--- src/rtl/mode_nav_ctrl_pkg.sv ---
`default_nettype none
// +------------------------------------------------------------------------+
// | Module   : mode_nav_ctrl_pkg                                           |
// | Purpose  : Shared constants and helpers for the front-panel mode       |
// |            navigator: special/first mode values, nav FSM state         |
// |            encoding, button indices and mode wrap arithmetic.          |
// | Ports    : none (package)                                              |
// | Revision : 1.0 - initial release                                       |
// +------------------------------------------------------------------------+
package mode_nav_ctrl_pkg;

   localparam int c_MODE_SPECIAL = 0;
   localparam int c_MODE_FIRST   = 1;

   // Navigator FSM state encoding
   localparam logic [0:0] c_ST_NAV     = 1'b0;
   localparam logic [0:0] c_ST_SPECIAL = 1'b1;

   // Button vector indices
   localparam int c_BTN_L   = 0;
   localparam int c_BTN_R   = 1;
   localparam int c_BTN_M   = 2;
   localparam int c_NUM_BTN = 3;

   // Step up with wrap from the last navigable mode back to the first
   function automatic int mode_inc(input int m, input int num_modes);
      return (m >= num_modes) ? c_MODE_FIRST : m + 1;
   endfunction

   // Step down with wrap from the first navigable mode to the last
   function automatic int mode_dec(input int m, input int num_modes);
      return (m <= c_MODE_FIRST) ? num_modes : m - 1;
   endfunction

   function automatic int max2(input int a, input int b);
      return (a > b) ? a : b;
   endfunction

endpackage
`default_nettype wire

--- src/rtl/mode_nav_ctrl_if.sv ---
`default_nettype none
// +------------------------------------------------------------------------+
// | Module   : mode_nav_ctrl_if                                            |
// | Purpose  : Bundle between board buttons / set flag and the navigator's |
// |            mode outputs.                                               |
// | Ports    : button_l/r/m - raw active-high buttons (asynchronous)       |
// |            set         - time-setting active, freezes L/R navigation   |
// |            mode        - current mode (0 = special)                    |
// |            mode_chg    - one-cycle pulse when mode changes value       |
// |            master = button/set source, slave = navigator               |
// | Revision : 1.0 - initial release                                       |
// +------------------------------------------------------------------------+
interface mode_nav_ctrl_if #(
   parameter int MODE_W = 4
);
   logic              button_l;
   logic              button_r;
   logic              button_m;
   logic              set;
   logic [MODE_W-1:0] mode;
   logic              mode_chg;

   modport master (
      output button_l, button_r, button_m, set,
      input  mode, mode_chg
   );

   modport slave (
      input  button_l, button_r, button_m, set,
      output mode, mode_chg
   );
endinterface
`default_nettype wire

--- src/rtl/mode_nav_ctrl_btn_debounce.sv ---
`default_nettype none
// +------------------------------------------------------------------------+
// | Module   : mode_nav_ctrl_btn_debounce                                  |
// | Purpose  : Synchronise one asynchronous button and accept a new level  |
// |            only after it has differed from the accepted level for      |
// |            DEBOUNCE_CYC consecutive cycles.                            |
// | Ports    : clk, rst_n - clock, asynchronous active-low reset           |
// |            i_raw      - raw button level                               |
// |            o_level    - debounced level                                |
// |            o_rise     - one-cycle pulse, first cycle o_level is high   |
// | Revision : 1.0 - initial release                                       |
// +------------------------------------------------------------------------+
module mode_nav_ctrl_btn_debounce #(
   parameter int SYNC_STAGES  = 2,
   parameter int DEBOUNCE_CYC = 2_500_000
) (
   input  wire logic clk,
   input  wire logic rst_n,
   input  wire logic i_raw,
   output logic      o_level,
   output logic      o_rise
);
   localparam int c_CNT_W = $clog2(DEBOUNCE_CYC + 1);

   logic [SYNC_STAGES-1:0] r_sync;
   logic [c_CNT_W-1:0]     r_cnt;
   logic                   r_level;
   logic                   r_rise;
   logic                   w_sync;
   logic                   w_done;

   assign w_sync = r_sync[SYNC_STAGES-1];
   // Last cycle of a full stable-and-different window: accept the new level
   assign w_done = (w_sync != r_level) && (r_cnt == c_CNT_W'(DEBOUNCE_CYC - 1));

   always_ff @(posedge clk or negedge rst_n) begin
      if (!rst_n) begin
         r_sync  <= '0;
         r_cnt   <= '0;
         r_level <= 1'b0;
         r_rise  <= 1'b0;
      end else begin
         r_sync <= {r_sync[SYNC_STAGES-2:0], i_raw};
         r_rise <= w_done & w_sync;
         if (w_sync == r_level) begin
            r_cnt <= '0;
         end else if (w_done) begin
            r_level <= w_sync;
            r_cnt   <= '0;
         end else begin
            r_cnt <= r_cnt + c_CNT_W'(1);
         end
      end
   end

   assign o_level = r_level;
   assign o_rise  = r_rise;
endmodule
`default_nettype wire

--- src/rtl/mode_nav_ctrl.sv ---
`default_nettype none
// +------------------------------------------------------------------------+
// | Module   : mode_nav_ctrl                                               |
// | Purpose  : Front-panel mode navigator. Debounces L/R/M buttons, steps  |
// |            mode through 1..NUM_MODES with wrap and hold auto-repeat,   |
// |            and toggles special mode 0 on a long middle press,          |
// |            restoring the previous mode on exit.                        |
// | Ports    : clk, rst_n - clock, asynchronous active-low reset           |
// |            bus        - slave side of mode_nav_ctrl_if                 |
// | Revision : 1.0 - initial release                                       |
// +------------------------------------------------------------------------+
module mode_nav_ctrl
   import mode_nav_ctrl_pkg::*;
#(
   parameter int NUM_MODES    = 7,
   parameter int MODE_W       = 4,
   parameter int SYNC_STAGES  = 2,
   parameter int DEBOUNCE_CYC = 2_500_000,
   parameter int LONG_CYC     = 100_000_000,
   parameter int REPEAT_DLY   = 50_000_000,
   parameter int REPEAT_CYC   = 25_000_000
) (
   input  wire logic      clk,
   input  wire logic      rst_n,
   mode_nav_ctrl_if.slave bus
);
   localparam int c_REP_MAX = max2(REPEAT_DLY, REPEAT_CYC);
   localparam int c_REP_W   = $clog2(c_REP_MAX + 1);
   localparam int c_LONG_W  = $clog2(LONG_CYC + 1);

   logic [c_NUM_BTN-1:0] w_raw;
   logic [c_NUM_BTN-1:0] w_lvl;
   logic [c_NUM_BTN-1:0] w_rise;

   assign w_raw = {bus.button_m, bus.button_r, bus.button_l};

   generate
      for (genvar gi = 0; gi < c_NUM_BTN; gi++) begin : g_btn
         mode_nav_ctrl_btn_debounce #(
            .SYNC_STAGES  (SYNC_STAGES),
            .DEBOUNCE_CYC (DEBOUNCE_CYC)
         ) u_debounce (
            .clk     (clk),
            .rst_n   (rst_n),
            .i_raw   (w_raw[gi]),
            .o_level (w_lvl[gi]),
            .o_rise  (w_rise[gi])
         );
      end
   endgenerate

   logic w_lvl_l, w_lvl_r, w_lvl_m;
   logic w_rise_l, w_rise_r, w_rise_m;
   assign w_lvl_l  = w_lvl[c_BTN_L];
   assign w_lvl_r  = w_lvl[c_BTN_R];
   assign w_lvl_m  = w_lvl[c_BTN_M];
   assign w_rise_l = w_rise[c_BTN_L];
   assign w_rise_r = w_rise[c_BTN_R];
   assign w_rise_m = w_rise[c_BTN_M];

   // ---------------- L/R hold / auto-repeat ----------------
   // r_rep_cnt holds the number of cycles since the single-button hold began
   // (phase 0) or since the last repeat step (phase 1).
   logic [c_REP_W-1:0] r_rep_cnt;
   logic               r_rep_phase;
   logic               w_single;
   logic               w_rise_lr;
   logic               w_rep_fire;

   assign w_single   = w_lvl_l ^ w_lvl_r;
   assign w_rise_lr  = w_rise_l | w_rise_r;
   assign w_rep_fire = w_single & ~w_rise_lr &
                       (r_rep_phase ? (r_rep_cnt == c_REP_W'(REPEAT_CYC))
                                    : (r_rep_cnt == c_REP_W'(REPEAT_DLY)));

   always_ff @(posedge clk or negedge rst_n) begin
      if (!rst_n) begin
         r_rep_cnt   <= '0;
         r_rep_phase <= 1'b0;
      end else if (!w_single) begin
         r_rep_cnt   <= '0;
         r_rep_phase <= 1'b0;
      end else if (w_rise_lr) begin
         // Fresh press (also covers an L<->R hand-over in one cycle)
         r_rep_cnt   <= c_REP_W'(1);
         r_rep_phase <= 1'b0;
      end else if (w_rep_fire) begin
         r_rep_cnt   <= c_REP_W'(1);
         r_rep_phase <= 1'b1;
      end else if (r_rep_cnt != c_REP_W'(c_REP_MAX)) begin
         r_rep_cnt <= r_rep_cnt + c_REP_W'(1);
      end
   end

   // ---------------- Middle long-press ----------------
   // Saturates at LONG_CYC so the toggle fires exactly once per press.
   logic [c_LONG_W-1:0] r_long_cnt;
   logic                w_long_fire;

   assign w_long_fire = w_lvl_m & (r_long_cnt == c_LONG_W'(LONG_CYC - 1));

   always_ff @(posedge clk or negedge rst_n) begin
      if (!rst_n) begin
         r_long_cnt <= '0;
      end else if (!w_lvl_m) begin
         r_long_cnt <= '0;
      end else if (w_rise_m) begin
         r_long_cnt <= c_LONG_W'(1);
      end else if (r_long_cnt != c_LONG_W'(LONG_CYC)) begin
         r_long_cnt <= r_long_cnt + c_LONG_W'(1);
      end
   end

   // A press only steps when the opposite button is not held
   logic w_step_up, w_step_dn;
   assign w_step_up = ~bus.set & ((w_rise_r & ~w_lvl_l) | (w_rep_fire & w_lvl_r));
   assign w_step_dn = ~bus.set & ((w_rise_l & ~w_lvl_r) | (w_rep_fire & w_lvl_l));

   // ---------------- Navigator FSM ----------------
   logic [0:0]        r_state;
   logic [0:0]        w_state_nxt;
   logic [MODE_W-1:0] r_mode;
   logic [MODE_W-1:0] r_saved;
   logic              r_mode_chg;
   logic [MODE_W-1:0] w_mode_nxt;
   logic              w_save;

   always_ff @(posedge clk or negedge rst_n) begin
      if (!rst_n) r_state <= c_ST_NAV;
      else        r_state <= w_state_nxt;
   end

   always_comb begin
      w_state_nxt = r_state;
      case (r_state)
         c_ST_NAV:     if (w_long_fire) w_state_nxt = c_ST_SPECIAL;
         c_ST_SPECIAL: if (w_long_fire) w_state_nxt = c_ST_NAV;
         default:      w_state_nxt = c_ST_NAV;
      endcase
   end

   // Long-press has priority over any L/R step in the same cycle
   always_comb begin
      w_mode_nxt = r_mode;
      w_save     = 1'b0;
      case (r_state)
         c_ST_NAV: begin
            if (w_long_fire) begin
               w_mode_nxt = MODE_W'(c_MODE_SPECIAL);
               w_save     = 1'b1;
            end else if (w_step_up) begin
               w_mode_nxt = MODE_W'(mode_inc(int'(r_mode), NUM_MODES));
            end else if (w_step_dn) begin
               w_mode_nxt = MODE_W'(mode_dec(int'(r_mode), NUM_MODES));
            end
         end
         c_ST_SPECIAL: begin
            if (w_long_fire) w_mode_nxt = r_saved;
         end
         default: w_mode_nxt = r_mode;
      endcase
   end

   always_ff @(posedge clk or negedge rst_n) begin
      if (!rst_n) begin
         r_mode     <= MODE_W'(c_MODE_FIRST);
         r_saved    <= MODE_W'(c_MODE_FIRST);
         r_mode_chg <= 1'b0;
      end else begin
         r_mode     <= w_mode_nxt;
         r_mode_chg <= (w_mode_nxt != r_mode);
         if (w_save) r_saved <= r_mode;
      end
   end

   assign bus.mode     = r_mode;
   assign bus.mode_chg = r_mode_chg;
endmodule
`default_nettype wire
--- src/flat_wrapper.sv ---
// flat-port wrapper written by rule: the top's interface ports become plain ports
module mode_nav_ctrl_flat import mode_nav_ctrl_pkg::*;
#(
   parameter int NUM_MODES    = 7,
   parameter int MODE_W       = 4,
   parameter int SYNC_STAGES  = 2,
   parameter int DEBOUNCE_CYC = 2_500_000,
   parameter int LONG_CYC     = 100_000_000,
   parameter int REPEAT_DLY   = 50_000_000,
   parameter int REPEAT_CYC   = 25_000_000
)
  (clk, rst_n, bus_button_l, bus_button_r, bus_button_m, bus_set, bus_mode, bus_mode_chg);
  mode_nav_ctrl_if #(.MODE_W(MODE_W)) bus_i ();
  input  wire logic clk;
  input  wire logic rst_n;
  input wire logic [$bits(bus_i.button_l)-1:0] bus_button_l;
  input wire logic [$bits(bus_i.button_r)-1:0] bus_button_r;
  input wire logic [$bits(bus_i.button_m)-1:0] bus_button_m;
  input wire logic [$bits(bus_i.set)-1:0] bus_set;
  output wire logic [$bits(bus_i.mode)-1:0] bus_mode;
  output wire logic [$bits(bus_i.mode_chg)-1:0] bus_mode_chg;
  assign bus_i.button_l = bus_button_l;
  assign bus_i.button_r = bus_button_r;
  assign bus_i.button_m = bus_button_m;
  assign bus_i.set = bus_set;
  assign bus_mode = bus_i.mode;
  assign bus_mode_chg = bus_i.mode_chg;
  mode_nav_ctrl #(.NUM_MODES(NUM_MODES), .MODE_W(MODE_W), .SYNC_STAGES(SYNC_STAGES), .DEBOUNCE_CYC(DEBOUNCE_CYC), .LONG_CYC(LONG_CYC), .REPEAT_DLY(REPEAT_DLY), .REPEAT_CYC(REPEAT_CYC)) u_core (.clk(clk), .rst_n(rst_n), .bus(bus_i));
endmodule
--- config.mk ---
export PLATFORM = sky130hd
export DESIGN_NAME = mode_nav_ctrl_flat
export DESIGN_NICKNAME = d
export VERILOG_FILES = /design/src/rtl/mode_nav_ctrl_pkg.sv /design/src/rtl/mode_nav_ctrl_if.sv /design/src/rtl/mode_nav_ctrl_btn_debounce.sv /design/src/rtl/mode_nav_ctrl.sv /design/src/flat_wrapper.sv
export SDC_FILE = /design/constraint.sdc
export NUM_CORES = 1
export LEC_CHECK = 0
export BUFFER_PORTS_ARGS = -buffer_cell sky130_fd_sc_hd__buf_2
export CAP_MARGIN = 20
export CELL_PAD_IN_SITES_DETAIL_PLACEMENT = 1
export CELL_PAD_IN_SITES_GLOBAL_PLACEMENT = 1
export CORE_ASPECT_RATIO = 2
export CORE_MARGIN = 3
export CORE_UTILIZATION = 35
export CTS_CLUSTER_SIZE = 20
export DETAILED_ROUTE_END_ITERATION = 7
export PLACE_DENSITY_LB_ADDON = 0.1
export REMOVE_ABC_BUFFERS = 1
export SYNTH_ARGS = -nofsm -noshare
export SYNTH_HDL_FRONTEND = slang
export SYNTH_SLANG_ARGS = --single-unit
--- constraint.sdc ---
create_clock -name clk -period 3.2 [get_ports clk]
set_input_delay 0.48 -clock clk [delete_from_list [all_inputs] [get_ports clk]]
set_output_delay 0.48 -clock clk [all_outputs]
set_load 0.005 [all_outputs]
==> flow_summary.toml <==
[power_and_ir_drop]
combPwrFrac_pct = 2.0
p_int_w = 0.003190
p_leak_nw = 3.470
power_density_nw_per_um2 = 482.1
swShare_pct = 21.47
pwr-share-clk_pct = 53.2
netSwitchingPower_w = 0.0008719
ir_worst_vdd_uv = 292.7
pwr-share-seq_pct = 44.9

[global_route]
grtUsageTotal_pct = 18.34
grt_pass1_vias = 6559
grt_pass1_wl_mm = 32.55
grt_max_degree = 80
grt_overflow = 0
antenna_found_initial = 0

[synth]
post-synth-top-area-cell = "dfrtp_1"
synth_simple_gate_area_share_pct = 27.61
synth_mux_area_share_pct = 0.7343
asyncSetResetFlopFracSynth_pct = 100.0
avgSynthCellArea_um2 = 9.310
ys_seq_area_share_pct = 48.53
yosysUniqueCellTypes = 59
synth_area_leaders = "dfrtp_1 (48%), xor2_1 (8.0%), nor2_1 (7.3%), xnor2_1 (4.8%), nand3_1 (4.5%)"
synthAdderAreaFrac_pct = 1.878
ys_warn_count = 0
synth-seq-cells = 142
synth_edf_count = 0
synth_compound_area_share_pct = 5.772
synth_ff_type = "dfrtp_1"
synth_top_family_by_area = "simple AND/OR/NAND/NOR gates"
syn_area_um2 = 7327
synth_top_area_share_pct = 47.81
synth_xor_area_share_pct = 12.79
netlist_instances = 787

[die]
dieArea_um2 = 22810
rows = 74
die_h_um = 210.6
dieWidth_um = 108.3
ios = 11
start_util_pct = 35.81
core_um2 = 20460

[place]
place_congestion = 0.8714
portBuffers = 10
pre_cts_ws_ns = 0.1149
hpwl_mm = 14.25

[final_layout]
layout-drive-gt1-share_pct = 8.816
syn_to_final_growth_pct = 14.99
diodes = 0
nets = 832

[sta]
fmax_mhz = 320.4
min_period_ns = 3.122
worst_slew_margin_rel_pct = 31.22
setup_viol = 0
hold_viol = 0
fin_crit_sh_pct = 97.55
rsz0062_at_grt = "no"
tightest_slew_ns = 1.032
setup_slack_ns = 0.07848
finalMaxSlewViolations = 0
holdWs_ns = 0.07637
finalSetupTns_ns = 0
skew_ns = 0.004590

[cts]
clk_pin_slew_ns = 0.06
cts_buffers = 17
htreeDepth = 4
clk_path_buf_depth = 2
cts_sinks = 142
cts_tree = "built"
cts_hold_buf = 0
root_buffer = "clkbuf_16"
clk-insertion-delay-late_ns = 0.44

[critical_path]
setup.worst_path.start_class = "register"
rr_endpoint = "u_core.bus.mode_chg$_DFF_PN0_"
crit_required_ns = 3.50
slowest_delay_ns = 0.55
cp_slowest_cell = "or4_1"
r2r_start = "u_core.r_rep_cnt[4]$_DFFE_PN0P_"
cp_top_family = "simple AND/OR/NAND/NOR gates"
r2r_slack_ns = 0.08
crit_buf_inv = 1
end_kind = "register"
worstPathCellList = "or4_4, or4_1, a2111o_1, buf_4, o211a_1, a21oi_1, nor3_1, or4_1"
crit_path_start = "u_core.r_rep_cnt[4]$_DFFE_PN0P_"
crit_type = "register to register"
worst_ep_arrival_time_ns = 3.43
r2r_cells = 8
cp_max_fo = 5
cpMostUsedCell = "or4_1"

[routing]
detail_route.vias_per_cell = 5.351
num_vias = 5854
drt_pass1_iterations = 4
ant_nets = 0
avgRoutedWirePerCell_um = 17.53
drc = 0
wl_mm = 19.18
first_iter_violations = 187

[job]
maxCapViolations = 0

[run_status]
status = "completed"

[min_path]
hold_class = "primary input to async pin"
-- worst register-to-register path, delay by kind of cell (launching register included) --
kind                   cells  cell delay [ns]
AND/OR/NAND/NOR            4             1.64
AO/OA/AOI/OAI              3             0.77
flip-flops                 1             0.43
buffers and inverters      1             0.16
-- Yosys cell counts (all sizes together), types with 2 or more instances --
| library cell | instances |
|---|---|
| inv | 32 |
| o311ai | 2 |
| mux2i | 2 |
| nor2 | 142 |
| nand2 | 60 |
| nor3b | 6 |
| xor2 | 67 |
| or3 | 8 |
| dfstp | 2 |
| nand3 | 66 |
| or4 | 8 |
| a21oi | 16 |
| xnor2 | 40 |
| o22ai | 3 |
| o21a | 3 |
| nor3 | 18 |
| clkbuf | 18 |
| a221oi | 2 |
| nor2b | 9 |
| a21o | 3 |
| buf | 2 |
| nand4b | 4 |
| or2 | 3 |
| dfrtp | 140 |
| nand4 | 22 |
| and3 | 22 |
| a41oi | 2 |
| ha | 11 |
| o211ai | 3 |
| o21ai | 14 |
| a31oi | 2 |
| nand2b | 7 |
| nor4b | 5 |
| and2 | 3 |
| nor4bb | 4 |
| or4b | 2 |
| and4 | 3 |
| nor4 | 11 |
| mux2 | 3 |
| o31ai | 2 |
-- flip-flops by register name, indices dropped and copies added, names as in the netlist --
name                             count
u_core.g_btn.u_debounce.r_cnt       66
u_core.r_long_cnt                   27
u_core.r_rep_cnt                    26
u_core.g_btn.u_debounce.r_sync       6
u_core.bus.mode                      4
u_core.r_saved                       4
u_core.g_btn.u_debounce.o_level      3
u_core.g_btn.u_debounce.o_rise       3
u_core.bus.mode_chg                  1
u_core.r_rep_phase                   1
u_core.r_state                       1
-- how the worst max path moves through the flow --
stage / depth (start not counted) / to / slack [ns]
after floorplan: 9 / u_core.bus.mode_chg$_DFF_PN0_ / 0.34
after global placement: 9 / u_core.bus.mode_chg$_DFF_PN0_ / 0.18
after detailed placement: 9 / u_core.bus.mode_chg$_DFF_PN0_ / 0.11
after CTS: 9 / u_core.bus.mode_chg$_DFF_PN0_ / 0.09
after global routing: 8 / u_core.bus.mode_chg$_DFF_PN0_ / 0.007
final: 8 / u_core.bus.mode_chg$_DFF_PN0_ / 0.08
-- timing repair --
action	4_1_cts	5_1_grt
setup endpoints to repair	0	1
setup buffers	0	5
gates resized for setup	0	3
hold endpoints to repair	0	0
-- stage by stage --
step                util (%)  area [um2]  instances  power [W]
global placement       37.85        7745       1057   0.001935
floorplan                  -        7251        767   0.001878
CTS                    40.94        8378       1089   0.004135
detailed placement     37.85        7745       1057   0.001939
finish                 41.18        8426       1094   0.004062
global route           41.18        8426       1094   0.004217
-- cells by family (layout without fill, tap and decap cells) --
| kind of cell | after synthesis | after routing |
|---|---|---|
| AND/OR/NAND/NOR | 407 | 407 |
| buffers and inverters | 52 | 93 |
| flip-flops | 142 | 142 |
| AO/OA/AOI/OAI | 63 | 63 |
| XOR/XNOR | 107 | 107 |
| multiplexers | 5 | 5 |
| adder cells (fa/ha/maj) | 11 | 11 |
-- power by group through the flow --
stage | registers (W) | clock network (W) | logic [W]
6_report | 0.00182 | 0.00216 | 0.0000794
5_1_grt | 0.00182 | 0.00230 | 0.0000945
2_1_floorplan | 0.00185 | 0 | 0.0000265
3_3_place_gp | 0.00185 | 0 | 0.0000815
3_5_place_dp | 0.00185 | 0 | 0.0000842
4_1_cts | 0.00182 | 0.00223 | 0.0000847
-- layout by cell type (no fill, tap or decap), types with 4 or more instances in the layout --
cell / n
a21oi_1: 16
and3_1: 22
buf_2: 9
buf_4: 19
bufinv_16: 4
clkbuf_16: 17
dfrtp_1: 140
ha_1: 11
inv_1: 31
nand2_1: 60
nand2b_1: 7
nand3_1: 66
nand4_1: 22
nand4b_1: 4
nor2_1: 142
nor2b_1: 9
nor3_1: 18
nor3b_1: 6
nor4_1: 11
nor4b_1: 5
nor4bb_1: 4
o21ai_0: 14
or3_1: 8
or4_1: 7
xnor2_1: 40
xor2_1: 67
-- layer usage --
metal	vias up	share of wire [%]	global-route usage (%)
met5	-	0	0
met4	0	3.8	9.241
met3	39	2.8	4.283
met2	75	58	34.72
met1	2978	36	18.11
li1	2762	-	-
-- cell type report --
type                            instances  area (um2)
Clock buffer                           22       474.2
Clock inverter                         10       158.9
Fill cell                            2382       12040
Inverter                               32       120.1
Multi-Input combinational cell        593        3585
Sequential cell                       142        3556
Tap cell                              266       332.8
Timing Repair Buffer                   29       198.9
No activity file was read; power rests on OpenSTA's default activity.
